**config.mk**
```make
export PLATFORM = sky130hd
export DESIGN_NAME = mem_port_arbiter
export DESIGN_NICKNAME = d
export VERILOG_FILES = /design/src/rtl/mem_port_arbiter.sv
export SDC_FILE = /design/constraint.sdc
export NUM_CORES = 1
export LEC_CHECK = 0
export ABC_AREA = 1
export BUFFER_PORTS_ARGS = -buffer_cell sky130_fd_sc_hd__buf_4
export CAP_MARGIN = 20
export CELL_PAD_IN_SITES_DETAIL_PLACEMENT = 1
export CELL_PAD_IN_SITES_GLOBAL_PLACEMENT = 1
export CORE_MARGIN = 2
export CORE_UTILIZATION = 33
export DETAILED_ROUTE_END_ITERATION = 6
export PLACE_DENSITY_LB_ADDON = 0.1
export SYNTH_ARGS = -nofsm -noshare
export SYNTH_HDL_FRONTEND = slang
export SYNTH_SLANG_ARGS = --single-unit
```
**constraint.sdc**
```tcl
create_clock -name clk -period 2.2 [get_ports clk]
set_clock_uncertainty 0.15 [all_clocks]
set_input_delay 0.44 -clock clk [delete_from_list [all_inputs] [get_ports clk]]
set_output_delay 0.44 -clock clk [all_outputs]
set_load 0.005 [all_outputs]
```
**src/rtl/mem_port_arbiter.sv**
```systemverilog
// Arbitrates a fetch port and a load/store port onto one single-port synchronous memory.
// One transaction in flight at a time: accept, issue, wait for read data, respond.
module mem_port_arbiter #(
  parameter int ADDR_W        = 32,
  parameter bit DATA_PRIORITY = 1'b0
) (
  input  logic              clk,
  input  logic              reset_n,
  input  logic              if_req_valid,
  output logic              if_req_ready,
  input  logic [ADDR_W-1:0] if_addr,
  output logic              if_rsp_valid,
  output logic [31:0]       if_rdata,
  input  logic              d_req_valid,
  output logic              d_req_ready,
  input  logic              d_we,
  input  logic [ADDR_W-1:0] d_addr,
  input  logic [31:0]       d_wdata,
  input  logic [3:0]        d_wstrb,
  output logic              d_rsp_valid,
  output logic [31:0]       d_rdata,
  output logic              mem_en,
  output logic [3:0]        mem_we,
  output logic [ADDR_W-1:0] mem_addr,
  output logic [31:0]       mem_wdata,
  input  logic [31:0]       mem_rdata
);

  typedef enum logic [1:0] {S_IDLE, S_ISSUE, S_WAIT, S_RESP} state_e;
  localparam logic OWN_IF = 1'b0;
  localparam logic OWN_D  = 1'b1;

  state_e            state_q, state_d;
  logic              last_grant_q, last_grant_d;
  logic              owner_q, owner_d;
  logic              store_q, store_d;
  logic              mem_en_q, mem_en_d;
  logic [3:0]        mem_we_q, mem_we_d;
  logic [ADDR_W-1:0] mem_addr_q, mem_addr_d;
  logic [31:0]       mem_wdata_q, mem_wdata_d;
  logic              if_rsp_valid_q, if_rsp_valid_d;
  logic              d_rsp_valid_q, d_rsp_valid_d;
  logic [31:0]       if_rdata_q, if_rdata_d;
  logic [31:0]       d_rdata_q, d_rdata_d;
  logic              sel_d, sel_if, idle_ok;

  // On a tie, data wins under fixed priority or when fetch had the previous grant.
  always_comb begin
    sel_d   = d_req_valid && (!if_req_valid || DATA_PRIORITY || (last_grant_q == OWN_IF));
    sel_if  = if_req_valid && !sel_d;
    idle_ok = (state_q == S_IDLE) && reset_n;
    if_req_ready = idle_ok && sel_if;
    d_req_ready  = idle_ok && sel_d;
  end

  always_comb begin
    // NOTE: every _d defaults to hold (or to the idle pulse value) first, so no path infers a latch.
    state_d        = state_q;
    last_grant_d   = last_grant_q;
    owner_d        = owner_q;
    store_d        = store_q;
    mem_en_d       = 1'b0;
    mem_we_d       = 4'b0000;
    mem_addr_d     = mem_addr_q;
    mem_wdata_d    = mem_wdata_q;
    if_rsp_valid_d = 1'b0;
    d_rsp_valid_d  = 1'b0;
    if_rdata_d     = if_rdata_q;
    d_rdata_d      = d_rdata_q;
    unique case (state_q)
      S_IDLE: begin
        if (sel_d || sel_if) begin
          owner_d      = sel_d ? OWN_D : OWN_IF;
          last_grant_d = sel_d ? OWN_D : OWN_IF;
          store_d      = sel_d && d_we;
          mem_en_d     = 1'b1;
          mem_addr_d   = sel_d ? d_addr : if_addr;
          if (sel_d && d_we) begin
            mem_we_d    = d_wstrb;
            mem_wdata_d = d_wdata;
          end
          state_d = S_ISSUE;
        end
      end
      S_ISSUE: state_d = S_WAIT;
      S_WAIT: begin
        if (owner_q == OWN_D) begin
          d_rdata_d     = store_q ? 32'h0 : mem_rdata;
          d_rsp_valid_d = 1'b1;
        end else begin
          if_rdata_d     = mem_rdata;
          if_rsp_valid_d = 1'b1;
        end
        state_d = S_RESP;
      end
      S_RESP: state_d = S_IDLE;
      default: state_d = S_IDLE;
    endcase
  end

  // NOTE: sequential state uses non-blocking assignments only, so every flop samples pre-edge values.
  always_ff @(posedge clk or negedge reset_n) begin
    if (!reset_n) begin
      state_q        <= S_IDLE;
      last_grant_q   <= OWN_D;
      owner_q        <= OWN_IF;
      store_q        <= 1'b0;
      mem_en_q       <= 1'b0;
      mem_we_q       <= 4'b0000;
      mem_addr_q     <= '0;
      mem_wdata_q    <= 32'h0;
      if_rsp_valid_q <= 1'b0;
      d_rsp_valid_q  <= 1'b0;
      if_rdata_q     <= 32'h0;
      d_rdata_q      <= 32'h0;
    end else begin
      state_q        <= state_d;
      last_grant_q   <= last_grant_d;
      owner_q        <= owner_d;
      store_q        <= store_d;
      mem_en_q       <= mem_en_d;
      mem_we_q       <= mem_we_d;
      mem_addr_q     <= mem_addr_d;
      mem_wdata_q    <= mem_wdata_d;
      if_rsp_valid_q <= if_rsp_valid_d;
      d_rsp_valid_q  <= d_rsp_valid_d;
      if_rdata_q     <= if_rdata_d;
      d_rdata_q      <= d_rdata_d;
    end
  end

  assign mem_en       = mem_en_q;
  assign mem_we       = mem_we_q;
  assign mem_addr     = mem_addr_q;
  assign mem_wdata    = mem_wdata_q;
  assign if_rsp_valid = if_rsp_valid_q;
  assign d_rsp_valid  = d_rsp_valid_q;
  assign if_rdata     = if_rdata_q;
  assign d_rdata      = d_rdata_q;

endmodule

```
==> impl_results.html, run 1 <==
<table>
<tr><th>Metric</th><th>Value</th></tr>
<tr><th colspan="2">Run status</th></tr>
<tr><td>Status</td><td>complete, but fails checks</td></tr>
<tr><td>Violations in the final reports</td><td>negative hold slack</td></tr>
<tr><th colspan="2">Final layout</th></tr>
<tr><td>Number of antenna diodes</td><td>0</td></tr>
<tr><td>Fraction of layout cells with a size suffix above 1</td><td>about a third</td></tr>
<tr><td>Final nets</td><td>1111</td></tr>
<tr><td>Final core area utilization</td><td>50.3%</td></tr>
<tr><td>Synthesis-to-layout area growth</td><td>48.6%</td></tr>
<tr><th colspan="2">Timing</th></tr>
<tr><td>Worst slack on hold paths</td><td>-0.0236 ns</td></tr>
<tr><td>Crit share post-route</td><td>96.2%</td></tr>
<tr><td>Max-slew violation total from the final report</td><td>0</td></tr>
<tr><td>Peak clock frequency supported by timing</td><td>approximately 470 MHz</td></tr>
<tr><td>Worst Max-Slew Pin Slew</td><td>between 0.8 and 0.9 ns</td></tr>
<tr><td>Worst-case headroom to the max-slew limit</td><td>between 40% and 50%</td></tr>
<tr><td>Post-layout minimum cycle time</td><td>2.12 ns</td></tr>
<tr><td>Final hold violation count</td><td>15</td></tr>
<tr><td>Count of final setup violators</td><td>0</td></tr>
<tr><th colspan="2">Yosys</th></tr>
<tr><td>Proportion of synthesized chip area in sequential cells</td><td>59.7%</td></tr>
<tr><td>Post-synthesis xor/xnor area fraction</td><td>0%</td></tr>
<tr><td>Top-area cell type share of the netlist area</td><td>59.3%</td></tr>
<tr><td>Post-synthesis cell area</td><td>5870 sq um</td></tr>
<tr><td>Compound-Gate Fraction of Synth Area</td><td>3.05%</td></tr>
<tr><td>Synthesized instance count</td><td>707</td></tr>
<tr><td>Post-synthesis sequential element count</td><td>140</td></tr>
<tr><td>Largest family of logic cells by synthesized area</td><td>simple AND/OR/NAND/NOR gates</td></tr>
<tr><td>Synth Area per Inst</td><td>8.30 sq um</td></tr>
<tr><td>Top area cells in the synthesized netlist</td><td>dfrtp_1, nand2_1, nand3_1</td></tr>
<tr><td>Adder and majority gate portion of the synthesized area</td><td>0.640%</td></tr>
<tr><td>Net count of the mapped netlist</td><td>847</td></tr>
<tr><td>Leading area contributor after synthesis</td><td>dfrtp_1</td></tr>
<tr><td>Count of distinct cell types in the synthesized netlist</td><td>23</td></tr>
<tr><td>Synthesis Warnings</td><td>0</td></tr>
<tr><td>Share of cell area taken by muxes after synthesis</td><td>0%</td></tr>
<tr><td>Area fraction in and, or, nand and nor cells after synthesis</td><td>a little under a third</td></tr>
<tr><th colspan="2">Clock network</th></tr>
<tr><td>Clock sinks</td><td>140</td></tr>
<tr><td>H-tree depth</td><td>4</td></tr>
<tr><td>Post-CTS clock slew at the launch and capture registers of the worst setup and hold paths</td><td>~0.06 ns</td></tr>
<tr><td>CTS Root Cell</td><td>clkbuf_16</td></tr>
<tr><td>Hold-fix buffers at CTS</td><td>0</td></tr>
<tr><td>Skew-Pair Late Insertion Delay</td><td>0.41 ns</td></tr>
<tr><td>Clock tree buffer depth</td><td>2</td></tr>
<tr><td>Clock buffers created by TritonCTS</td><td>17</td></tr>
<tr><td>CTS tree</td><td>built</td></tr>
<tr><th colspan="2">Global route</th></tr>
<tr><td>Maximum number of pins on one net before global-route repair</td><td>141</td></tr>
<tr><td>Antenna violations before repair</td><td>0</td></tr>
<tr><td>Vias in the first global route</td><td>about 5700</td></tr>
<tr><td>Global-route wire length before repair</td><td>29.5 mm</td></tr>
<tr><td>Overflow left after global routing</td><td>0</td></tr>
<tr><td>Overall Global Routing Usage</td><td>20.4%</td></tr>
<tr><th colspan="2">Placement</th></tr>
<tr><td>Final GP Congestion</td><td>around 0.75</td></tr>
<tr><td>Number of buffers added on ports</td><td>273</td></tr>
<tr><td>Final HPWL DP</td><td>13.8 mm</td></tr>
<tr><th colspan="2">Worst setup path</th></tr>
<tr><td>Crit-path max cell delay</td><td>0.38 ns</td></tr>
<tr><td>Worst setup path category</td><td>reg2out</td></tr>
<tr><td>Data required time of the worst path</td><td>1.61 ns</td></tr>
<tr><td>Crit path DAT</td><td>about 1.5 ns</td></tr>
<tr><td>WP buf/inv</td><td>2</td></tr>
<tr><td>Maximum fanout along the worst path</td><td>3</td></tr>
<tr><td>Critical Path Source Type</td><td>flop</td></tr>
<tr><td>Kind of capture point of the worst setup path</td><td>primary output</td></tr>
<tr><td>Largest delay share family, worst path</td><td>flip-flops</td></tr>
<tr><td>Slowest-stage cell, CP</td><td>dfrtp_1</td></tr>
<tr><td>Series of cell instances along the critical path</td><td>inv_1 &gt; ha_2 &gt; nand2_1 &gt; nor3_1 &gt; buf_4</td></tr>
<tr><th colspan="2">Floorplanning</th></tr>
<tr><td>Die H</td><td>between 100 and 150 um</td></tr>
<tr><td>Core Area</td><td>17400 sq um</td></tr>
<tr><td>Number of primary I/O pins</td><td>274</td></tr>
<tr><td>X dimension of the die</td><td>137 um</td></tr>
<tr><td>Die ar.</td><td>18900 sq um</td></tr>
<tr><td>Starting density of the core</td><td>33.8%</td></tr>
<tr><td>Rows</td><td>48</td></tr>
<tr><th colspan="2">Min path</th></tr>
<tr><td>Worst min-delay path category</td><td>in2async</td></tr>
<tr><th colspan="2">Drt</th></tr>
<tr><td>Per-cell via count in the routed design</td><td>4.62</td></tr>
<tr><td>Number of remaining DRC errors</td><td>0</td></tr>
<tr><td>TritonRoute pass-1 iters</td><td>5</td></tr>
<tr><td>Overall via count from detail_route</td><td>between 5000 and 6000</td></tr>
<tr><td>Routed wirelength normalized by instance count</td><td>15.9 um</td></tr>
<tr><td>Aggregate routed wire length</td><td>between 15 and 20 mm</td></tr>
<tr><td>Number of violations reported at the end of detailed-routing iteration 0</td><td>211</td></tr>
<tr><td>Residual antenna-violating net count after detailed routing</td><td>0</td></tr>
<tr><th colspan="2">Run</th></tr>
<tr><td>Max Cap Viol</td><td>0</td></tr>
<tr><th colspan="2">Pwr</th></tr>
<tr><td>Leakage component of the power</td><td>0.00494 uW</td></tr>
<tr><td>Maximum VDD drop</td><td>0.000662 V</td></tr>
<tr><td>Final total power</td><td>12200 uW</td></tr>
<tr><td>Power density cells</td><td>1390 nW/um^2</td></tr>
</table>
-- layer usage --
layer  up-vias  part of all wire (%)  global-route usage (%)
met5         -                     0                       0
met4         0                   1.3                    6.47
met3        17                   8.0                    7.25
met2       178                    50                    34.7
met1      2696                    41                    24.2
li1       2693                     -                       -
-- flip-flops by register name, indices dropped and copies added, names as in the netlist --
signal,flops
d_rdata,32
if_rdata,32
mem_addr,32
mem_wdata,32
mem_we,4
state_q,2
d_rsp_valid,1
if_rsp_valid,1
last_grant_q,1
mem_en,1
owner_q,1
store_q,1
-- cell usage after synthesis --
library cell / n
dfrtp_1: 139
inv_4: 1
nand3_4: 1
buf_4: 4
buf_2: 12
nand2_1: 428
inv_2: 1
nand2_2: 2
nor3_1: 1
a21oi_2: 1
nand3_1: 34
inv_1: 11
clkbuf_1: 16
nor2_1: 5
nand2_4: 1
dfstp_2: 1
or2_1: 1
buf_6: 7
nand4_1: 1
o21ai_0: 34
nor2_2: 1
buf_1: 2
ha_1: 3
-- where the power goes --
| part | switching [uW] | total [uW] | internal, uW |
|---|---|---|---|
| Sequential | 715 | 4500 | 3780 |
| Clock | 1080 | 2930 | 1850 |
| Combinational | 2420 | 4730 | 2310 |
| Total | 4220 | 12200 | 7940 |
-- final cells by class --
| class | count | area [sq um] |
|---|---|---|
| Fill cell | 2104 | 8630 |
| Sequential cell | 140 | 3500 |
| Timing Repair Buffer | 286 | 2190 |
| Multi-Input combinational cell | 513 | 2100 |
| Clock buffer | 22 | 464 |
| Tap cell | 225 | 282 |
| Clock inverter | 10 | 139 |
| Inverter | 13 | 51.3 |
-- repair_timing --
item,in CTS,in global routing
setup buffers,0,3
setup endpoints to repair,1,1
pin swaps,0,1
resized for setup,2,1
-- through the flow --
stage	cell area, sq um	setup WS [ns]	std cells	setup TNS [ns]
floorplan	5870	0.557	707	0
finish	8720	0.0834	1209	0
global placement	8080	0.336	1174	0
CTS	8700	0.00862	1206	0
global route	8720	-0.00273	1209	-0.00273
detailed placement	8080	0.237	1174	0
-- worst paths after layout --
kind	slack [ns]	from	cells past startpoint	end
worst max-delay path	0.08	state_q[0]$_DFFE_PN0P_	5	if_req_ready
worst min-delay path	-0.02	reset_n	2	if_rdata[5]$_DFFE_PN0P_
worst max register to register	0.29	state_q[0]$_DFFE_PN0P_	7	if_rdata[3]$_DFFE_PN0P_
worst min register to register	0.32	store_q$_DFFE_PN0P_	2	store_q$_DFFE_PN0P_
max in group asynchronous	1.25	reset_n	2	mem_addr[27]$_DFFE_PN0P_
min in group clk	0.07	d_wdata[9]	3	mem_wdata[9]$_DFFE_PN0P_
-- layout by cell type, fill, tap and decap left out, types with 2 or more instances in the layout --
cell type    n
buf_4      282
clkinv_4     2
clkbuf_1     3
dfrtp_1    139
clkinv_2     3
clkbuf_8     2
ha_1         2
buf_12       3
nand2_2      2
bufinv_16    3
o21ai_0     34
inv_1       11
nand2_1    427
nor2_1       5
clkbuf_16   17
nand3_1     34
-- logic make-up after synthesis --
group | after synthesis
buf+inv | 54
simple gates | 475
fa+ha+maj | 3
compound gates | 35
flops | 140
Power figures use the tool's default switching activity.
==> run 2: changes to the inputs <==
==> constraint.sdc (replaced) <==
create_clock -name clk -period 2.2 [get_ports clk]
set_clock_uncertainty 0.15 [all_clocks]
set_input_delay 0 -clock clk [delete_from_list [all_inputs] [get_ports clk]]
set_output_delay 0 -clock clk [all_outputs]
set_load 0.005 [all_outputs]
==> impl_results.html, run 2 (synthesized netlist as in run 1, its figures left out) <==
<table>
<tr><th>Metric</th><th>Value</th></tr>
<tr><th colspan="2">Worst setup path</th></tr>
<tr><td>Data required time of the worst path</td><td>2.40 ns (was 1.61 ns)</td></tr>
<tr><td>Worst R2R Path Depth</td><td>8 (was 7)</td></tr>
<tr><td>Critical Path Source Type</td><td>flop (unchanged)</td></tr>
<tr><td>Series of cell instances along the critical path</td><td>nand2_2 &gt; nand2_2 &gt; buf_6 &gt; nand2_1 &gt; nand2_1 &gt; dlygate4sd3_1 &gt; nand2_1 &gt; nand2_1 (was inv_1 &gt; ha_2 &gt; nand2_1 &gt; nor3_1 &gt; buf_4)</td></tr>
<tr><td>Kind of capture point of the worst setup path</td><td>flop (was primary output)</td></tr>
<tr><td>Dominant cell type by count on the critical path</td><td>nand2_1</td></tr>
<tr><td>CP Launch Point</td><td>last_grant_q$_DFFE_PN1P_ (was state_q[0]$_DFFE_PN0P_)</td></tr>
<tr><td>Slowest-stage cell, CP</td><td>dlygate4sd3_1 (was dfrtp_1)</td></tr>
<tr><td>Worst r2r src</td><td>last_grant_q$_DFFE_PN1P_ (was state_q[0]$_DFFE_PN0P_)</td></tr>
<tr><td>Maximum fanout along the worst path</td><td>20 (was 3)</td></tr>
<tr><td>Crit path DAT</td><td>2.30 ns (was 1.53 ns)</td></tr>
<tr><td>Crit-path max cell delay</td><td>0.58 ns (was 0.38 ns)</td></tr>
<tr><td>Worst setup path category</td><td>reg2reg (was reg2out)</td></tr>
<tr><th colspan="2">Final layout</th></tr>
<tr><td>Design Area, Final</td><td>10100 sq um (was 8720 sq um)</td></tr>
<tr><td>Number of antenna diodes</td><td>0 (unchanged)</td></tr>
<tr><td>Top library cells by usage in the layout, fill and taps aside</td><td>nand2_1, buf_4, dfrtp_1, dlygate4sd3_1 (was nand2_1, buf_4, dfrtp_1, nand3_1, o21ai_0)</td></tr>
<tr><td>Fraction of layout cells with a size suffix above 1</td><td>29.0% (was 33.1%)</td></tr>
<tr><td>Synthesis-to-layout area growth</td><td>71.6% (was 48.6%)</td></tr>
<tr><td>Final nets</td><td>1245 (was 1111)</td></tr>
<tr><td>Number of fillers in the final layout</td><td>2029 (was 2104)</td></tr>
<tr><td>Leading cell type in the layout, fill and taps excluded</td><td>nand2_1 (unchanged)</td></tr>
<tr><th colspan="2">Timing</th></tr>
<tr><td>Post-layout minimum cycle time</td><td>2.10 ns (was 2.12 ns)</td></tr>
<tr><td>Final hold violation count</td><td>0 (was 15)</td></tr>
<tr><td>Peak clock frequency supported by timing</td><td>477 MHz (was 472 MHz)</td></tr>
<tr><td>Final sum of negative setup slack</td><td>0 ns (unchanged)</td></tr>
<tr><td>Max-slew violation total from the final report</td><td>0 (unchanged)</td></tr>
<tr><td>Crit share post-route</td><td>95.3% (was 96.2%)</td></tr>
<tr><td>Count of final setup violators</td><td>0 (unchanged)</td></tr>
<tr><td>Worst-case headroom to the max-slew limit</td><td>60.5% (was 45.4%)</td></tr>
<tr><td>Worst Max-Slew Pin Slew</td><td>0.592 ns (was 0.818 ns)</td></tr>
<tr><td>Setup repair after global routing missed its margin</td><td>no</td></tr>
<tr><th colspan="2">Floorplanning</th></tr>
<tr><td>Number of primary I/O pins</td><td>274 (unchanged)</td></tr>
<tr><td>X dimension of the die</td><td>137 um (unchanged)</td></tr>
<tr><td>Die ar.</td><td>18900 sq um (unchanged)</td></tr>
<tr><td>Starting density of the core</td><td>33.8% (unchanged)</td></tr>
<tr><td>Core Area</td><td>17400 sq um (unchanged)</td></tr>
<tr><td>Die H</td><td>137 um (unchanged)</td></tr>
<tr><td>Rows</td><td>48 (unchanged)</td></tr>
<tr><th colspan="2">Global route</th></tr>
<tr><td>Global-route wire length before repair</td><td>36.2 mm (was 29.5 mm)</td></tr>
<tr><td>Antenna violations before repair</td><td>0 (unchanged)</td></tr>
<tr><td>Maximum number of pins on one net before global-route repair</td><td>86 (was 141)</td></tr>
<tr><td>Overall Global Routing Usage</td><td>24.8% (was 20.4%)</td></tr>
<tr><td>Overflow left after global routing</td><td>0 (unchanged)</td></tr>
<tr><td>Vias in the first global route</td><td>7103 (was 5670)</td></tr>
<tr><th colspan="2">Drt</th></tr>
<tr><td>TritonRoute pass-1 iters</td><td>4 (was 5)</td></tr>
<tr><td>Overall via count from detail_route</td><td>6228 (was 5584)</td></tr>
<tr><td>Aggregate routed wire length</td><td>22.8 mm (was 19.2 mm)</td></tr>
<tr><td>Residual antenna-violating net count after detailed routing</td><td>0 (unchanged)</td></tr>
<tr><td>Routed wirelength normalized by instance count</td><td>17.0 um (was 15.9 um)</td></tr>
<tr><td>Per-cell via count in the routed design</td><td>4.64 (was 4.62)</td></tr>
<tr><td>Number of remaining DRC errors</td><td>0 (unchanged)</td></tr>
<tr><td>Number of violations reported at the end of detailed-routing iteration 0</td><td>230 (was 211)</td></tr>
<tr><th colspan="2">Placement</th></tr>
<tr><td>Number of buffers added on ports</td><td>273 (unchanged)</td></tr>
<tr><td>Final HPWL DP</td><td>13.9 mm (was 13.8 mm)</td></tr>
<tr><td>Placed standard-cell area</td><td>8080 sq um (unchanged)</td></tr>
<tr><td>Final GP Congestion</td><td>0.767 (was 0.747)</td></tr>
<tr><th colspan="2">Pwr</th></tr>
<tr><td>Leakage component of the power</td><td>0.00552 uW (was 0.00494 uW)</td></tr>
<tr><td>Power density cells</td><td>1250 nW/um^2 (was 1390 nW/um^2)</td></tr>
<tr><td>Maximum VDD drop</td><td>0.000699 V (was 0.000662 V)</td></tr>
<tr><th colspan="2">Clock network</th></tr>
<tr><td>H-tree depth</td><td>4 (unchanged)</td></tr>
<tr><td>CTS tree</td><td>built (unchanged)</td></tr>
<tr><td>CTS Root Cell</td><td>clkbuf_16 (unchanged)</td></tr>
<tr><td>Clock buffers created by TritonCTS</td><td>17 (unchanged)</td></tr>
<tr><td>Clock tree buffer depth</td><td>2 (unchanged)</td></tr>
<tr><td>Skew-Pair Late Insertion Delay</td><td>0.41 ns (about the same)</td></tr>
<tr><td>Clock sinks</td><td>140 (unchanged)</td></tr>
<tr><td>Post-CTS clock slew at the launch and capture registers of the worst setup and hold paths</td><td>0.06 ns (about the same)</td></tr>
<tr><td>Post-CTS Repair Setup Buffers</td><td>0 (unchanged)</td></tr>
<tr><th colspan="2">Min path</th></tr>
<tr><td>Hold path startpoint</td><td>d_req_valid</td></tr>
<tr><td>Instance count along the most critical hold path</td><td>5</td></tr>
<tr><td>Worst min-delay path category</td><td>in2reg (was in2async)</td></tr>
<tr><th colspan="2">Run status</th></tr>
<tr><td>Status</td><td>finished clean (was complete, but fails checks)</td></tr>
<tr><th colspan="2">Run</th></tr>
<tr><td>Max Cap Viol</td><td>0 (unchanged)</td></tr>
</table>
-- run 2: cell count changes in the layout (fill, tap and decap cells not counted), sizes merged --
| cell | change |
|---|---|
| buf | -2 |
| clkbuf | -2 |
| clkinvlp | +1 |
| dlygate4sd3 | +136 |
-- run 2: power by group --
group	leakage [uW]	switching [uW]	internal, uW
Sequential	0.00175	751	3780
Clock	0.000292	1090	1830
Combinational	0.00347	2580	2540
-- run 2: area by class of cell --
| cell class | instances | area, sq um | area share (%) |
|---|---|---|---|
| clock buffers | 20 | 457 | 4.53 |
| clock inverters | 11 | 143 | 1.42 |
| inverters | 13 | 51.3 | 0.509 |
| multi-input cells | 513 | 2080 | 20.6 |
| flip-flops and latches | 140 | 3500 | 34.8 |
| well taps | 225 | 282 | 2.80 |
| repair buffers | 420 | 3550 | 35.3 |
-- run 2: critical path: cells and delay by family, from the launching register on --
family	cells	cell delay, ns
AND/OR/NAND/NOR	6	0.53
flip-flops	1	0.54
buffers and inverters	2	0.81
-- run 2: stage by stage --
stage	cells	setup slack, ns	power (uW)	util, %	hold slack [ns]
2_1_floorplan	707	0.639	6520	-	-0.446
3_3_place_gp	1174	0.378	9090	46.6	-0.256
3_5_place_dp	1174	0.311	9330	46.6	-0.254
4_1_cts	1342	0.0828	12600	58.0	0.0663
5_1_grt	1342	0.0208	13500	58.0	0.156
6_report	1342	0.104	12600	58.0	0.123
-- run 2: final timing paths --
| path | to | slack, ns |
|---|---|---|
| min in group asynchronous | d_rdata[7]$_DFFE_PN0P_ | 0.52 |
| max in group asynchronous | last_grant_q$_DFFE_PN1P_ | 0.89 |
| worst min register to register | store_q$_DFFE_PN0P_ | 0.33 |
| worst min-delay path | last_grant_q$_DFFE_PN1P_ | 0.12 |
| worst max-delay path | mem_addr[26]$_DFFE_PN0P_ | 0.10 |
| worst max register to register | mem_addr[26]$_DFFE_PN0P_ | 0.10 |
-- run 2: layer usage --
metal  GRT usage, %  vias to the layer above  share of wire [%]
met5              0                        -                  0
li1               -                     2961                  -
met2           45.4                      204                 53
met1           28.0                     3026                 39
met4           8.36                        0                2.0
met3           6.51                       37                6.3
-- run 2: repair_timing --
action / in CTS / in global routing
endpoints found under the setup margin: 0 / 7
resized for setup: 0 / 2
hold buffers: 137 / 0
endpoints found under the hold margin: 275 / 0
==> run 3: changes to the inputs <==
ABC_AREA = default   (was 1)
CAP_MARGIN = default   (was 20)
CORE_UTILIZATION = 35   (was 33)
CTS_BUF_LIST = sky130_fd_sc_hd__clkbuf_2 sky130_fd_sc_hd__clkbuf_4 sky130_fd_sc_hd__clkbuf_8   (was default)
==> impl_results.html, run 3 <==
<table>
<tr><th>Metric</th><th>Value</th></tr>
<tr><th colspan="2">Yosys</th></tr>
<tr><td>Count of distinct cell types in the synthesized netlist</td><td>26 (was 23)</td></tr>
<tr><td>Post-synthesis cell area</td><td>5550 sq um (was 5870 sq um)</td></tr>
<tr><td>Commonest cells in the netlist</td><td>dfrtp_1, nand2_1, a21oi_1 (was nand2_1, dfrtp_1, nand3_1, o21ai_0, clkbuf_1)</td></tr>
<tr><td>Leading area contributor after synthesis</td><td>dfrtp_1 (unchanged)</td></tr>
<tr><td>Top-area cell type share of the netlist area</td><td>62.7% (was 59.3%)</td></tr>
<tr><td>Most used standard cell by instance count after synthesis</td><td>dfrtp_1 (was nand2_1)</td></tr>
<tr><td>Synthesized instance count</td><td>493 (was 707)</td></tr>
<tr><td>Synth Area per Inst</td><td>11.3 sq um (was 8.30 sq um)</td></tr>
<tr><td>Number of synthesized flops with an enable pin</td><td>0 (unchanged)</td></tr>
<tr><td>Net count of the mapped netlist</td><td>633 (was 847)</td></tr>
<tr><td>Proportion of synthesized chip area in sequential cells</td><td>63.2% (was 59.7%)</td></tr>
<tr><td>Top area cells in the synthesized netlist</td><td>dfrtp_1, mux2_2, nand2_1 (was dfrtp_1, nand2_1, nand3_1)</td></tr>
<tr><td>Top flip-flop cell by instance count after synthesis</td><td>dfrtp_1 (unchanged)</td></tr>
<tr><td>Synthesis Warnings</td><td>0 (unchanged)</td></tr>
<tr><td>Fraction of synthesis flops using an asynchronous set or reset pin</td><td>100% (unchanged)</td></tr>
<tr><td>Post-synthesis sequential element count</td><td>140 (unchanged)</td></tr>
<tr><th colspan="2">Run status</th></tr>
<tr><td>Status</td><td>finished clean (unchanged)</td></tr>
<tr><th colspan="2">Worst setup path</th></tr>
<tr><td>Worst R2R Setup Slack</td><td>0.08 ns (was 0.10 ns)</td></tr>
<tr><td>WP buf/inv</td><td>3 (was 2)</td></tr>
<tr><td>Crit-path max cell delay</td><td>0.57 ns (was 0.58 ns)</td></tr>
<tr><td>Slowest-stage cell, CP</td><td>dlygate4sd3_1 (unchanged)</td></tr>
<tr><td>Data required time of the worst path</td><td>2.43 ns (was 2.40 ns)</td></tr>
<tr><td>Largest delay share family, worst path</td><td>buffers and inverters (unchanged)</td></tr>
<tr><td>Critical Path Source Type</td><td>flop (unchanged)</td></tr>
<tr><td>Crit path DAT</td><td>2.35 ns (was 2.30 ns)</td></tr>
<tr><td>Crit Reg-Reg Endpoint</td><td>mem_we[3]$_DFF_PN0_ (was mem_addr[26]$_DFFE_PN0P_)</td></tr>
<tr><td>Kind of capture point of the worst setup path</td><td>flop (unchanged)</td></tr>
<tr><td>Maximum fanout along the worst path</td><td>37 (was 20)</td></tr>
<tr><td>Worst setup path category</td><td>reg2reg (unchanged)</td></tr>
<tr><td>Worst R2R Path Depth</td><td>6 (was 8)</td></tr>
<tr><td>Crit path depth</td><td>6 (was 8)</td></tr>
<tr><td>Worst r2r src</td><td>state_q[0]$_DFFE_PN0P_ (was last_grant_q$_DFFE_PN1P_)</td></tr>
<tr><td>Series of cell instances along the critical path</td><td>inv_1 &gt; ha_1 &gt; nand3_4 &gt; buf_12 &gt; nor2_1 &gt; dlygate4sd3_1 (was nand2_2 &gt; nand2_2 &gt; buf_6 &gt; nand2_1 &gt; nand2_1 &gt; dlygate4sd3_1 &gt; nand2_1 &gt; nand2_1)</td></tr>
<tr><th colspan="2">Run</th></tr>
<tr><td>Max Cap Viol</td><td>0 (unchanged)</td></tr>
<tr><th colspan="2">Pwr</th></tr>
<tr><td>Clock network fraction of total power</td><td>18.6% (was 23.3%)</td></tr>
<tr><td>Internal power of the cells</td><td>7920 uW (was 8160 uW)</td></tr>
<tr><td>Flop pwr share</td><td>38.3% (was 36.1%)</td></tr>
<tr><td>Power density cells</td><td>1230 nW/um^2 (was 1250 nW/um^2)</td></tr>
<tr><td>Comb power frac</td><td>43.1% (was 40.7%)</td></tr>
<tr><td>Leakage component of the power</td><td>0.00480 uW (was 0.00552 uW)</td></tr>
<tr><td>Switching power total</td><td>4060 uW (was 4420 uW)</td></tr>
<tr><td>Net switching share of the total power</td><td>33.9% (was 35.1%)</td></tr>
<tr><td>Maximum VDD drop</td><td>0.000595 V (was 0.000699 V)</td></tr>
<tr><th colspan="2">Floorplanning</th></tr>
<tr><td>Die H</td><td>130 um (was 137 um)</td></tr>
<tr><td>Rows</td><td>46 (was 48)</td></tr>
<tr><td>Number of primary I/O pins</td><td>274 (unchanged)</td></tr>
<tr><td>Starting density of the core</td><td>35.3% (was 33.8%)</td></tr>
<tr><td>Core Area</td><td>15700 sq um (was 17400 sq um)</td></tr>
<tr><td>X dimension of the die</td><td>130 um (was 137 um)</td></tr>
<tr><td>Die ar.</td><td>16900 sq um (was 18900 sq um)</td></tr>
<tr><th colspan="2">Clock network</th></tr>
<tr><td>Clock sinks</td><td>140 (unchanged)</td></tr>
<tr><td>Skew-Pair Late Insertion Delay</td><td>0.43 ns (was 0.41 ns)</td></tr>
<tr><td>Clock buffers created by TritonCTS</td><td>17 (unchanged)</td></tr>
<tr><td>H-tree depth</td><td>4 (unchanged)</td></tr>
<tr><td>Clock tree buffer depth</td><td>2 (unchanged)</td></tr>
<tr><td>CTS Root Cell</td><td>clkbuf_8 (was clkbuf_16)</td></tr>
<tr><td># resized after CTS</td><td>0 (unchanged)</td></tr>
<tr><td>CTS tree</td><td>built (unchanged)</td></tr>
<tr><td>Post-CTS clock slew at the launch and capture registers of the worst setup and hold paths</td><td>0.08 ns (was 0.06 ns)</td></tr>
<tr><th colspan="2">Global route</th></tr>
<tr><td>Antenna violations before repair</td><td>2 (was 0)</td></tr>
<tr><td>Overflow left after global routing</td><td>0 (unchanged)</td></tr>
<tr><td>Vias in the first global route</td><td>6234 (was 7103)</td></tr>
<tr><td>Maximum number of pins on one net before global-route repair</td><td>80 (was 86)</td></tr>
<tr><td>Global-route wire length before repair</td><td>33.3 mm (was 36.2 mm)</td></tr>
<tr><td>Overall Global Routing Usage</td><td>26.0% (was 24.8%)</td></tr>
<tr><th colspan="2">Drt</th></tr>
<tr><td>TritonRoute pass-1 iters</td><td>6 (was 4)</td></tr>
<tr><td>Number of violations reported at the end of detailed-routing iteration 0</td><td>195 (was 230)</td></tr>
<tr><td>Overall via count from detail_route</td><td>5413 (was 6228)</td></tr>
<tr><td>Residual antenna-violating net count after detailed routing</td><td>0 (unchanged)</td></tr>
<tr><td>Aggregate routed wire length</td><td>21.4 mm (was 22.8 mm)</td></tr>
<tr><td>Per-cell via count in the routed design</td><td>4.75 (was 4.64)</td></tr>
<tr><td>Number of remaining DRC errors</td><td>0 (unchanged)</td></tr>
<tr><td>Routed wirelength normalized by instance count</td><td>18.8 um (was 17.0 um)</td></tr>
<tr><th colspan="2">Min path</th></tr>
<tr><td>Instance count along the most critical hold path</td><td>3 (was 5)</td></tr>
<tr><td>Worst min-delay path category</td><td>in2reg (unchanged)</td></tr>
<tr><td>Hold-critical path endpoint</td><td>mem_wdata[9]$_DFFE_PN0P_ (was last_grant_q$_DFFE_PN1P_)</td></tr>
<tr><td>Hold path startpoint</td><td>d_wdata[9] (was d_req_valid)</td></tr>
<tr><th colspan="2">Timing</th></tr>
<tr><td>Worst-case headroom to the max-slew limit</td><td>70.8% (was 60.5%)</td></tr>
<tr><td>Setup repair after global routing missed its margin</td><td>no (unchanged)</td></tr>
<tr><td>Final sum of negative setup slack</td><td>0 ns (unchanged)</td></tr>
<tr><td>Crit share post-route</td><td>96.2% (was 95.3%)</td></tr>
<tr><td>Count of final setup violators</td><td>0 (unchanged)</td></tr>
<tr><td>Max-slew violation total from the final report</td><td>0 (unchanged)</td></tr>
<tr><td>Worst Max-Slew Pin Slew</td><td>0.438 ns (was 0.592 ns)</td></tr>
<tr><td>Peak clock frequency supported by timing</td><td>473 MHz (was 477 MHz)</td></tr>
<tr><td>Post-layout minimum cycle time</td><td>2.12 ns (was 2.10 ns)</td></tr>
<tr><td>Final hold violation count</td><td>0 (unchanged)</td></tr>
<tr><th colspan="2">Placement</th></tr>
<tr><td>Final HPWL DP</td><td>12.1 mm (was 13.9 mm)</td></tr>
<tr><td>Placed cell count</td><td>961 (was 1174)</td></tr>
<tr><td>Final GP Congestion</td><td>0.757 (was 0.767)</td></tr>
<tr><td>Number of buffers added on ports</td><td>273 (unchanged)</td></tr>
<tr><th colspan="2">Final layout</th></tr>
<tr><td>Synthesis-to-layout area growth</td><td>75.7% (was 71.6%)</td></tr>
<tr><td>Post-route non-filler standard cell count</td><td>1139 (was 1342)</td></tr>
<tr><td>Fraction of layout cells with a size suffix above 1</td><td>39.3% (was 29.0%)</td></tr>
<tr><td>Top library cells by usage in the layout, fill and taps aside</td><td>buf_4, dlygate4sd3_1, dfrtp_1, nand2_1, a21oi_1 (was nand2_1, buf_4, dfrtp_1, dlygate4sd3_1)</td></tr>
<tr><td>Final nets</td><td>1047 (was 1245)</td></tr>
<tr><td>Leading cell type in the layout, fill and taps excluded</td><td>buf_4 (was nand2_1)</td></tr>
</table>
run 3: cell count changes after synthesis, moves of 2 or more:
cell,change
nand2_1,-331
buf_6,-5
buf_4,-4
nand2_2,-2
inv_1,-2
a21oi_1,+66
nand3_1,-33
mux2_2,+40
buf_2,-6
clkbuf_1,+4
mux2_1,+25
nor2_1,+32
run 3: worst reg2reg max path, stage by stage, from the launching register on:
cell           delay (ns)
dfrtp_1              0.37
inv_1                0.12
ha_1                 0.39
nand3_4              0.12
buf_12               0.19
nor2_1               0.15
dlygate4sd3_1        0.57
run 3: final cells by class:
cell class                 count  area (sq um)
timing repair buffer         426          3630
clock inverter                11           139
clock buffer                  21           289
sequential                   140          3500
tap                          216           270
fill                        1684          5960
antenna                        3          7.51
inverter                      10          37.5
multi-input combinational    312          1870
run 3: through the flow:
| stage | util [%] | power (uW) | setup slack [ns] | cell area [sq um] | hold WS, ns |
|---|---|---|---|---|---|
| after floorplan | - | 6490 | 0.506 | 5550 | -0.446 |
| after global placement | 50.1 | 9130 | 0.342 | 7870 | -0.233 |
| after detailed placement | 50.1 | 9410 | 0.228 | 7870 | -0.234 |
| after CTS | 62.0 | 11900 | 0.122 | 9740 | 0.133 |
| after global routing | 62.0 | 12800 | 0.00842 | 9750 | 0.157 |
| final | 62.1 | 12000 | 0.0838 | 9750 | 0.172 |
run 3: worst max path at each step:
stage                           startpoint                  endpoint  slack, ns
floorplan           state_q[0]$_DFFE_PN0P_    state_q[1]$_DFFE_PN0P_       0.51
global placement    state_q[0]$_DFFE_PN0P_  mem_addr[27]$_DFFE_PN0P_       0.34
detailed placement  state_q[0]$_DFFE_PN0P_   mem_addr[4]$_DFFE_PN0P_       0.23
CTS                 state_q[0]$_DFFE_PN0P_       mem_we[1]$_DFF_PN0_       0.12
global route        state_q[0]$_DFFE_PN0P_       mem_we[3]$_DFF_PN0_      0.008
finish              state_q[0]$_DFFE_PN0P_       mem_we[3]$_DFF_PN0_       0.08
run 3: timing repair:
action,CTS,global route
hold buffers,143,0
hold endpoints to repair,277,0
buffers inserted,0,0
run 3: cells by family (layout without fill, tap and decap cells):
logic type,after synthesis,after routing,share of synthesized area [%]
flip-flops,140,140,63.2
AND/OR/NAND/NOR,140,140,9.92
AO/OA/AOI/OAI,104,104,9.88
multiplexers,65,65,13.2
buffers and inverters,41,468,3.18
adder cells (fa/ha/maj),3,3,0.677
other,0,3,0
run 3: layer usage:
metal / GRT usage [%] / vias to the layer above / wire length [um]
li1: - / 2472 / -
met1: 28.2 / 2677 / 7880
met2: 47.8 / 215 / 11500
met3: 6.85 / 49 / 1270
met4: 11.1 / 0 / 686
met5: 0 / - / 0
run 3: power groups by stage:
stage          clock [uW]  combinational (uW)  sequential (uW)
2_1_floorplan           0                1920             4570
3_3_place_gp            0                4640             4480
3_5_place_dp            0                4840             4570
4_1_cts              2290                5070             4530
5_1_grt              2410                5650             4740
6_report             2230                5170             4590
